### src/rtl/bitonic_sorter_pipeline.sv
// Pipelined bitonic sorting network: N signed words per clock, one register stage per compare-exchange layer.
// Latency S-1 edges after the start_i edge. No backpressure. `define SORT_DESCENDING_EN for descending output.
module bitonic_sorter_pipeline #(
    parameter int DATA_W = 32,
    parameter int N      = 8
) (
    input  logic                     clk_i,
    input  logic                     rst_i,
    input  logic                     start_i,
    input  logic signed [DATA_W-1:0] array_i [N],
    output logic signed [DATA_W-1:0] array_o [N],
    output logic                     valid_o
);
    localparam int LOG = $clog2(N);
    localparam int S   = LOG * (LOG + 1) / 2;

    function automatic int phase_of(input int layer);
        int idx;
        idx = 0;
        phase_of = 1;
        for (int p = 1; p <= LOG; p++) begin
            for (int j = 0; j < p; j++) begin
                if (idx == layer) phase_of = p;
                idx++;
            end
        end
    endfunction

    function automatic int dist_of(input int layer);
        int idx;
        idx = 0;
        dist_of = 1;
        for (int p = 1; p <= LOG; p++) begin
            for (int j = 0; j < p; j++) begin
                if (idx == layer) dist_of = 1 << (p - 1 - j);
                idx++;
            end
        end
    endfunction

    genvar l;
    generate
        for (l = 0; l < S; l++) begin : lay
            localparam int P = phase_of(l);
            localparam int D = dist_of(l);

            logic signed [DATA_W-1:0] din [N];
            logic signed [DATA_W-1:0] cx  [N];
            logic signed [DATA_W-1:0] q   [N];
            logic                     vin;
            logic                     vld;
            logic                     asc;

            if (l == 0) begin : g_in
                assign din = array_i;
                assign vin = start_i;
            end else begin : g_chain
                assign din = lay[l-1].q;
                assign vin = lay[l-1].vld;
            end

            // Block direction comes from bit P of the lower index; the last phase is always one ascending block.
            always_comb begin
                cx  = din;
                asc = 1'b0;
                for (int i = 0; i < N; i++) begin
                    if ((i & D) == 0) begin
                        asc = (P == LOG) || ((i & (1 << P)) == 0);
`ifdef SORT_DESCENDING_EN
                        asc = !asc;
`endif
                        if (asc ? (din[i] > din[i | D]) : (din[i] < din[i | D])) begin
                            cx[i]     = din[i | D];
                            cx[i | D] = din[i];
                        end
                    end
                end
            end

            if (l < S - 1) begin : g_stage
                always_ff @(posedge clk_i or posedge rst_i) begin
                    if (rst_i) begin
                        q   <= '{default: '0};
                        vld <= 1'b0;
                    end else begin
                        q   <= cx;
                        vld <= vin;
                    end
                end
            end else begin : g_out
                // Output stage only loads on a valid array so array_o holds the last result across gaps.
                always_ff @(posedge clk_i or posedge rst_i) begin
                    if (rst_i) begin
                        q   <= '{default: '0};
                        vld <= 1'b0;
                    end else begin
                        vld <= vin;
                        if (vin) q <= cx;
                    end
                end
            end
        end
    endgenerate

    assign array_o = lay[S-1].q;
    assign valid_o = lay[S-1].vld;
endmodule

### config.mk
export PLATFORM = sky130hd
export DESIGN_NAME = bitonic_sorter_pipeline
export DESIGN_NICKNAME = d
export VERILOG_FILES = /design/src/rtl/bitonic_sorter_pipeline.sv
export SDC_FILE = /design/constraint.sdc
export NUM_CORES = 2
export LEC_CHECK = 0
export BUFFER_PORTS_ARGS = -buffer_cell sky130_fd_sc_hd__buf_2
export CELL_PAD_IN_SITES_DETAIL_PLACEMENT = 1
export CELL_PAD_IN_SITES_GLOBAL_PLACEMENT = 1
export CORE_ASPECT_RATIO = 0.8
export CORE_MARGIN = 2
export CORE_UTILIZATION = 50
export DETAILED_ROUTE_END_ITERATION = 12
export MAX_ROUTING_LAYER = met4
export PLACE_DENSITY_LB_ADDON = 0.1
export SLEW_MARGIN = 0
export SYNTH_ARGS = -nofsm -noshare
export SYNTH_HDL_FRONTEND = slang
export SYNTH_SLANG_ARGS = --single-unit
### constraint.sdc
create_clock -name clk_i -period 54.8 [get_ports clk_i]
set_clock_uncertainty 0.2 [all_clocks]
set_input_delay 2.74 -clock clk_i [delete_from_list [all_inputs] [get_ports clk_i]]
set_output_delay 2.74 -clock clk_i [all_outputs]
set_load 0.03 [all_outputs]
# Word level (Yosys, flattened, before mapping)
# Cells that the tools add are included.
# Widths: inputs -> output; s select.
[op_classes]
addsub = 0
n_mul = 0
div = 0
magnitude_cmp = 24
eq_ne = 0
n_shift = 0
muxes = 36
bitwise = 0
n_reduce_logical = 0
[ops]
columns = ["cell", "count"]
rows = [
  ["$mux 32", 24],
  ["$mux 64", 12],
  ["$gt 32x32->1", 18],
  ["$lt 32x32->1", 6],
]
[word_totals]
register_bits = 1542
latchBits = 0
ram_bits = 0
mem_bits_ro = 0
input_bits = 259
output_inout_bits = 257
word_cells = 114
mem_count = 0

# Longest topological paths before layout
[depth]
ltp_word = 2
mapped_depth = 12
depth_no_buf = 10

# Worst setup path after synthesis
# Ideal clock, no wire load.
[synth_path]
path_type = "input to register"
from = "input port array_i[141] (netlist bit)"
to = "register lay[0].q[150] (netlist bit)"
setup_time_ns = 0.125
t_arrival_ns = 5.134
t_required_ns = 54.475
slack_ns = 49.341
cell_stages = 11
n_path_buf = 1
path_cell_list = "inv_1 -> ha_1 -> a21o_1 -> a21o_1 -> a221o_1 -> a31oi_1 -> o21ai_1 -> a221o_1 -> xor2_2 -> buf_6 -> mux2_2"
[synth_rtl]
columns = ["item", "line_no", "text"]
rows = [
  ["start: declaration", "10", "input logic signed [DATA_W-1:0] array_i [N],"],
  ["end signal: assignment", "83", "q <= '{default: '0};"],
  ["end signal: assignment", "86", "q <= cx;"],
  ["end: declaration", "49", "logic signed [DATA_W-1:0] q [N];"],
]

==> results.tsv <==
metric	value	unit
synthFlopType	dfrtp_1	
clock_latency	0.80	ns
syn-num-nets	7615	
h-tree-depth	4	
period_minus_slack	6.81	ns
startpoint_type	input port	
initial_core_util	50.3	%
yosys_warnings	0	
setup_tns	0	ns
num-fill-cells	16063	
drv_slew	0	
overflow	0	
setup_violations	0	
drt-total-wl	269	mm
clk_pin_slew	0.06	ns
ys_seq_area_share	48.9	%
ctsResizeCount	0	
layout-drive-gt1-share	29.4	%
rows	130	
crit_path_end_kind	asynchronous set/reset pin	
syn-cell-area	0.0790	mm^2
max_cap_viol_count	0	
reg2reg_depth	11	
crit_start	rst_i	
synth_edf_count	0	
antenna_found_initial	42	
port_buffers	515	
cts_sinks	1542	
drc	0	
crit_arrival	7.42	ns
hp-start	lay[3].vld	
dp_hpwl	213	mm
clock-root-buffer	clkbuf_16	
seqCellArea	0.0386	mm^2
worst_hold_path.num_cells	0	
period_share	12.4	%
synthCells	6594	
rsz0062_at_grt	false	
die_h	359	um
drtIter0Drc	4499	
avgSynthCellArea	12.0	um^2
hold_path_class	reg2reg	
multi_input_area	0.0362	mm^2
numCtsBuffers	160	
rrSetupSlack	50.24	ns
syn_to_final_growth	12.6	%
dr.pass1.iters	7	
status	finished clean	
hold_end	lay[4].vld	
track_usage	34.6	%
synth_top_area_share	48.9	%
crit_fanout	171	
synthArstFlopShare	100	%
r2r_start	lay[2].q[5]	
synthTopCellsByArea	dfrtp_1, mux2_2, ha_1	
grt_pass1_wl	393	mm
synth.most_common_cell	dfrtp_1	
wl_per_cell	28.8	um
io_pins	516	
antenna_left	0	
place_congestion	1.04	
fp.dieArea	0.161	mm^2
worstPathRequired	55.41	ns
ys_seq_elements	1542	
synth_cell_types	65	
vias_per_cell	5.84	
tightestPinTransition	1.25	ns
cts_setup_buffers	0	
netlist_top_cells_count	dfrtp_1, mux2_2, inv_1, ha_1, a21oi_1	
grt_start_max_net_pins	246	
clock.fmax	147	MHz
die_x	448	um
synth_top_cell_by_area	dfrtp_1	
path_class	in2async	
slew_headroom	15.3	%
cts_hold_buf	0	
grt_pass1_vias	56928	
core-area	0.157	mm^2
nNetsFinal	8115	
vias	54694	
rr_endpoint	lay[3].q[137]	
hold_viol_final	0	
tritoncts	yes	
clock_path_buffers	3	
sequential cells by signal (all words and copies together) (netlist names):
register and flops:
lay.q 1280, array_o 256, lay.vld 5, valid_o 1
cell usage in the layout (no fill, tap or decap), drive strengths merged, types with 6 or more instances in the layout:
cell type / synthesis / final
dfrtp: 1542 / 1542
a2111oi: 10 / 10
bufinv: 0 / 15
clkinv: 0 / 38
a211oi: 36 / 36
clkbuf: 78 / 224
nand2b: 14 / 14
buf: 148 / 564
nand2: 111 / 111
o21ai: 105 / 105
nand4: 154 / 154
a21oi: 421 / 421
mux2i: 193 / 193
nor4: 17 / 17
nor2b: 44 / 44
inv: 783 / 790
nand3: 86 / 86
a221oi: 7 / 7
a21boi: 9 / 9
nor2: 333 / 333
and4: 11 / 11
o21a: 21 / 21
o31ai: 6 / 6
mux2: 1277 / 1277
ha: 762 / 762
clkinvlp: 0 / 9
nor4b: 7 / 7
diode: 0 / 21
nor3: 43 / 43
a31oi: 76 / 76
a21o: 202 / 202
a21bo: 32 / 32
o211ai: 18 / 18
and3: 6 / 6
layout make-up:
type | instances | share of cell area [%]
Sequential cell | 1542 | 43.4
Multi-Input combinational cell | 4043 | 40.7
Tap cell | 2112 | 2.97
Clock inverter | 69 | 0.907
Timing Repair Buffer | 564 | 3.35
Clock buffer | 224 | 5.25
Inverter | 783 | 3.31
Antenna cell | 21 | 0.0591
worst max-delay path: stages:
cell    delay [ns]
buf_2         0.13
inv_8         0.41
buf_12        0.59
buf_4         0.82
buf_4         0.70
buf_4         0.77
buf_4         0.80
kinds of logic after synthesis:
kind of cell	Yosys count	synth area share, %
DFF	1542	48.9
AOI/OAI and AO/OA	970	7.77
muxes	1470	20.7
adders and majority gates	762	12.1
buffers and inverters	1009	5.47
xor gates and xnor gates	4	0.0729
and+or+nand+nor	837	5.11
per-layer routing:
layer | vias to the layer above | share of wire, % | global-route usage, %
li1 | 24187 | - | -
met1 | 28445 | 46 | 49.1
met2 | 1602 | 44 | 50.5
met3 | 460 | 5.8 | 5.09
met4 | 0 | 3.9 | 12.2
met5 | - | 0 | -
worst max-delay path by stage:
| stage | end | slack (ns) |
|---|---|---|
| final | lay[0].q[148] | 47.99 |
| after global routing | lay[0].q[183] | 47.36 |
| after CTS | lay[0].q[183] | 47.88 |
| after detailed placement | lay[1].q[177] | 47.04 |
| after global placement | lay[0].q[150] | 47.14 |
| after floorplan | array_o[0] | 8.36 |
through the flow:
| stage | worst slack, ns | hold WS (ns) | utilization, % | cell area [um^2] | instances |
|---|---|---|---|---|---|
| floorplan | 8.36 | 0.131 | - | 79000 | 6594 |
| global placement | 47.14 | 0.134 | 53.1 | 83400 | 9044 |
| detailed placement | 47.04 | 0.136 | 53.1 | 83400 | 9044 |
| CTS | 47.88 | 0.155 | 56.6 | 88900 | 9337 |
| global route | 47.36 | 0.161 | 56.6 | 88900 | 9351 |
| finish | 47.99 | 0.154 | 56.7 | 88900 | 9358 |
Power is left out: the tool's default activity adds up to more than one toggle a clock period on the data nets, which glitch-free logic cannot reach.
